==> src/rtl/bool_func_sweep_ctrl.sv <==
// Sweeps all eight {a,b,c} vectors into a 3-input boolean block, records y
// per vector into a truth table, and compares the table to a latched expected value.
module bool_func_sweep_ctrl #(
  parameter int SETTLE = 2
) (
  input  logic       clk,
  input  logic       rst,
  input  logic       start,
  input  logic [7:0] expected,
  input  logic       y,
  output logic       a,
  output logic       b,
  output logic       c,
  output logic       busy,
  output logic       done,
  output logic       pass,
  output logic [7:0] truth_table,
  output logic [2:0] fail_idx
);

  typedef enum logic [1:0] {
    S_IDLE,
    S_SETTLE,
    S_SAMPLE,
    S_DONE
  } state_t;

  localparam logic [3:0] CNT_LAST = 4'(SETTLE - 1);

  state_t     state_q, state_d;
  logic [2:0] idx_q, idx_d;
  logic [3:0] cnt_q, cnt_d;
  logic [7:0] exp_q, exp_d;
  logic [7:0] tt_q, tt_d;
  logic       pass_q, pass_d;
  logic [2:0] fail_q, fail_d;
  logic [2:0] abc_q, abc_d;
  logic       busy_q, busy_d;
  logic       done_q, done_d;

  function automatic logic [2:0] lowest_set(input logic [7:0] v);
    logic [2:0] r;
    r = 3'd0;
    for (int i = 7; i >= 0; i--) begin
      if (v[i]) r = 3'(i);
    end
    return r;
  endfunction

  always_comb begin
    state_d = state_q;
    idx_d   = idx_q;
    cnt_d   = cnt_q;
    exp_d   = exp_q;
    tt_d    = tt_q;
    pass_d  = pass_q;
    fail_d  = fail_q;
    case (state_q)
      S_IDLE: begin
        if (start) begin
          state_d = S_SETTLE;
          idx_d   = 3'd0;
          cnt_d   = 4'd0;
          exp_d   = expected;
          tt_d    = 8'h00;
          pass_d  = 1'b0;
        end
      end
      S_SETTLE: begin
        cnt_d = cnt_q + 4'd1;
        if (cnt_q == CNT_LAST) state_d = S_SAMPLE;
      end
      S_SAMPLE: begin
        tt_d[idx_q] = y;
        if (idx_q != 3'd7) begin
          idx_d   = idx_q + 3'd1;
          cnt_d   = 4'd0;
          state_d = S_SETTLE;
        end else begin
          // Verdict uses the table including the sample taken this cycle.
          state_d = S_DONE;
          pass_d  = (tt_d == exp_q);
          fail_d  = lowest_set(tt_d ^ exp_q);
        end
      end
      S_DONE: begin
        state_d = S_IDLE;
        idx_d   = 3'd0;
        cnt_d   = 4'd0;
      end
      default: state_d = S_IDLE;
    endcase

    // Outputs are registered from the next state so they align with it.
    busy_d = (state_d == S_SETTLE) || (state_d == S_SAMPLE);
    done_d = (state_d == S_DONE);
    abc_d  = busy_d ? idx_d : 3'd0;
  end

  always_ff @(posedge clk) begin
    if (rst) begin
      state_q <= S_IDLE;
      idx_q   <= 3'd0;
      cnt_q   <= 4'd0;
      exp_q   <= 8'h00;
      tt_q    <= 8'h00;
      pass_q  <= 1'b0;
      fail_q  <= 3'd0;
      abc_q   <= 3'd0;
      busy_q  <= 1'b0;
      done_q  <= 1'b0;
    end else begin
      state_q <= state_d;
      idx_q   <= idx_d;
      cnt_q   <= cnt_d;
      exp_q   <= exp_d;
      tt_q    <= tt_d;
      pass_q  <= pass_d;
      fail_q  <= fail_d;
      abc_q   <= abc_d;
      busy_q  <= busy_d;
      done_q  <= done_d;
    end
  end

  assign a           = abc_q[2];
  assign b           = abc_q[1];
  assign c           = abc_q[0];
  assign busy        = busy_q;
  assign done        = done_q;
  assign pass        = pass_q;
  assign truth_table = tt_q;
  assign fail_idx    = fail_q;

endmodule

==> config.mk <==
export PLATFORM = sky130hd
export DESIGN_NAME = bool_func_sweep_ctrl
export DESIGN_NICKNAME = d
export VERILOG_FILES = /design/src/rtl/bool_func_sweep_ctrl.sv
export SDC_FILE = /design/constraint.sdc
export NUM_CORES = 1
export LEC_CHECK = 0
export BUFFER_PORTS_ARGS = -buffer_cell sky130_fd_sc_hd__buf_2
export CAP_MARGIN = 10
export CORE_ASPECT_RATIO = 1.2
export CORE_MARGIN = 1.5
export CORE_UTILIZATION = 49
export CTS_CLUSTER_SIZE = 14
export DETAILED_ROUTE_END_ITERATION = 10
export PLACE_DENSITY = 0.83
export RECOVER_POWER = 50
export SLEW_MARGIN = 10
export SYNTH_ARGS = -nofsm -noshare
export SYNTH_HDL_FRONTEND = slang
export SYNTH_SLANG_ARGS = --single-unit
==> constraint.sdc <==
create_clock -name clk -period 1.6 [get_ports clk]
set_input_delay 0.16 -clock clk [delete_from_list [all_inputs] [get_ports clk]]
set_output_delay 0.16 -clock clk [all_outputs]
set_load 0.01 [all_outputs]
==> impl_metrics.toml <==
[min_path]
min_path_type = "in -> reg"
worstHoldStart = "expected[1]"
worstHoldPathCells = 3

[grt]
grtUsageTotal_pct = 23.7
grt_max_degree = 16
grt_pass1_vias = 1445
grt_antenna_before_repair = 0
gr-total-overflow = 0
grt_pass1_wl_um = 6660

[logic_synthesis]
yosysTopAreaCell = "dfxtp_1"
syn_avg_cell_area_um2 = 8.36
synth_ff_type = "dfxtp_1"
syn-num-nets = 209
async_reset_ff_share_pct = 0
netlist_area_um2 = 1610
yosysSeqAreaShare_pct = 42.2
synth_xor_area_share_pct = 4.89
synthSimpleGateAreaFrac_pct = 23.7
synth_area_leaders = "dfxtp_1, nor2_1, nand2_1"
synth_top_family_by_area = "simple AND/OR/NAND/NOR gates"
synth_cells = 193
synth_fa_ha_area_share_pct = 3.10
yosysUniqueCellTypes = 32
synth_edf_count = 0
yosysWarnings = 0
synth_compound_area_share_pct = 17.0
yosys-mux-area-fraction_pct = 4.97
ys_seq_elements = 34
synth_top_area_share_pct = 42.2

[critical_path]
critPathArrivalTime_ns = 2.02
crit_fanout = 10
path_class = "reg -> reg"
end_kind = "register"
startpoint_type = "register"
worstPathRequired_ns = 1.89
rr_worst_depth = 6
startpoint = "idx_q[1]"
worstReg2RegStart = "idx_q[1]"

[routing]
routed_wl_um = 4180
drc = 0
via_count = 1600
antenna_left = 0
viasPerCell = 5.61
routedWlPerCell_um = 14.7
drt_iter0_markers = 82
dr.pass1.iters = 4

[cells_and_area]
final_cell_mix = "dfxtp_1, buf_4, nor2_1"
fillers = 242
layout_commonest_cell = "dfxtp_1"
syn_to_final_growth_pct = 33.7
fin_nets = 264
multi_input_area_um2 = 988
final_cells = 285
layout-drive-gt1-share_pct = 28.9
antennaDiodeCount = 0
final_util_pct = 69.3
area.sequential_um2 = 692

[clocking]
cts_hold_buf = 0
insertion_delay_ns = 0.34
cts_buffers = 5
htree_levels = 2
cts_root_buffer = "clkbuf_4"
cts_tree = "done"
clk_pin_slew_ns = 0.11
cts_max_path_buffers = 2
clock_sinks = 34

[placed_design]
dpl_worst_slack_ns = -0.169
port_buffers = 28
place_hpwl_um = 2680
dp.cells = 271
gp_congestion = 0.888

[power]
leakagePower_nw = 0.884
ir_drop_mv = 0.685
power_density_nw_per_um2 = 745

[sta]
min_period_ns = 1.73
period_share_pct = 108
worst-slew-pin-transition_ns = 0.470
finalMaxSlewViolations = 0
rsz0062_at_grt = "yes"
finalSetupViolations = 5
timing.fmax_mhz = 578
final.setup_skew_ns = 0.0140
relSlewSlack_pct = 68.5
finalHoldViolCount = 0
post-route-worst-setup-slack_ns = -0.131

[floorplan]
start_util_pct = 51.9
core.rowCount = 22
fp.dieW_um = 55.4
io_pins = 29
core_um2 = 3110
die_h_um = 65.8
dieArea_um2 = 3650

[outcome]
status = "finished, violations left"
violations = "setup timing"

[job]
maxCapViolations = 0
## critical path, stage by stage, from the launching register on
cell and delay, ns:
dfxtp_4 0.42, and3b_2 0.26, mux2i_4 0.28, xnor2_2 0.12, nand2b_1 0.19, a2111oi_2 0.28, nand2b_1 0.14
## registers in the layout, summed over array words and instances (netlist names), 2 cells and up
signal and cells:
exp_q 8, fail_idx 3, state_q 2, abc_q 3, truth_table 8, cnt_q 4
idx_q 3
## Yosys cell counts (3+ instances only)
library cell,number
dfxtp_1,34
nor2_1,26
nand2_1,22
a21oi_1,14
o21ai_0,13
clkbuf_1,9
a22oi_1,8
mux2i_1,8
xnor2_1,7
nand2b_1,6
nor2b_1,6
ha_1,4
nor3b_1,4
and3b_1,3
inv_1,3
nand3_1,3
## layout make-up
class	instances	share of cell area [%]
Clock buffer	7	2.55
Clock inverter	1	0.232
Inverter	3	0.522
Multi-Input combinational cell	145	45.9
Sequential cell	34	32.1
Tap cell	36	2.09
Timing Repair Buffer	59	16.7
## per-layer routing
layer / wire length [um] / GRT usage, %
met1: 1790 / 28.6
met2: 2110 / 39.6
met3: 223 / 5.28
met4: 65 / 12.2
met5: 0 / 0
## metrics by stage
| stage | hold slack [ns] | instance area [um^2] | TNS [ns] | power (mW) |
|---|---|---|---|---|
| 2_1_floorplan | 0.296 | 1640 | -0.0101 | 1.03 |
| 3_3_place_gp | 0.402 | 1960 | -0.523 | 1.10 |
| 3_5_place_dp | 0.409 | 1960 | -0.499 | 1.11 |
| 4_1_cts | 0.0497 | 2100 | -0.401 | 1.60 |
| 5_1_grt | 0.0440 | 2160 | -1.21 | 1.68 |
| 6_report | 0.0590 | 2160 | -0.455 | 1.61 |
## cells by family (layout without fill, tap and decap cells)
logic type / Yosys count / in the layout
fa+ha+maj: 4 / 4
mux: 8 / 8
flops: 34 / 34
xor+xnor: 9 / 9
compound gates: 45 / 45
simple gates: 79 / 79
buf+inv: 14 / 70
## path summary, 6_finish.rpt
| kind | end | slack [ns] |
|---|---|---|
| worst max register to register | fail_idx[0] | -0.13 |
| worst max-delay path | fail_idx[0] | -0.13 |
| worst min-delay path | exp_q[1] | 0.06 |
| worst min register to register | fail_idx[2] | 0.45 |
## what timing repair did
action,in CTS,in global routing
setup endpoints to repair,5,17
gates resized for setup,11,22
pin swaps,10,4
buffers inserted,6,0
## power breakdown
group	total (mW)	internal (mW)	switching [mW]
combinational	0.230	0.103	0.127
sequential	0.886	0.864	0.0217
clock	0.491	0.213	0.278
total	1.61	1.18	0.426
(Power assumes the default switching activity.)
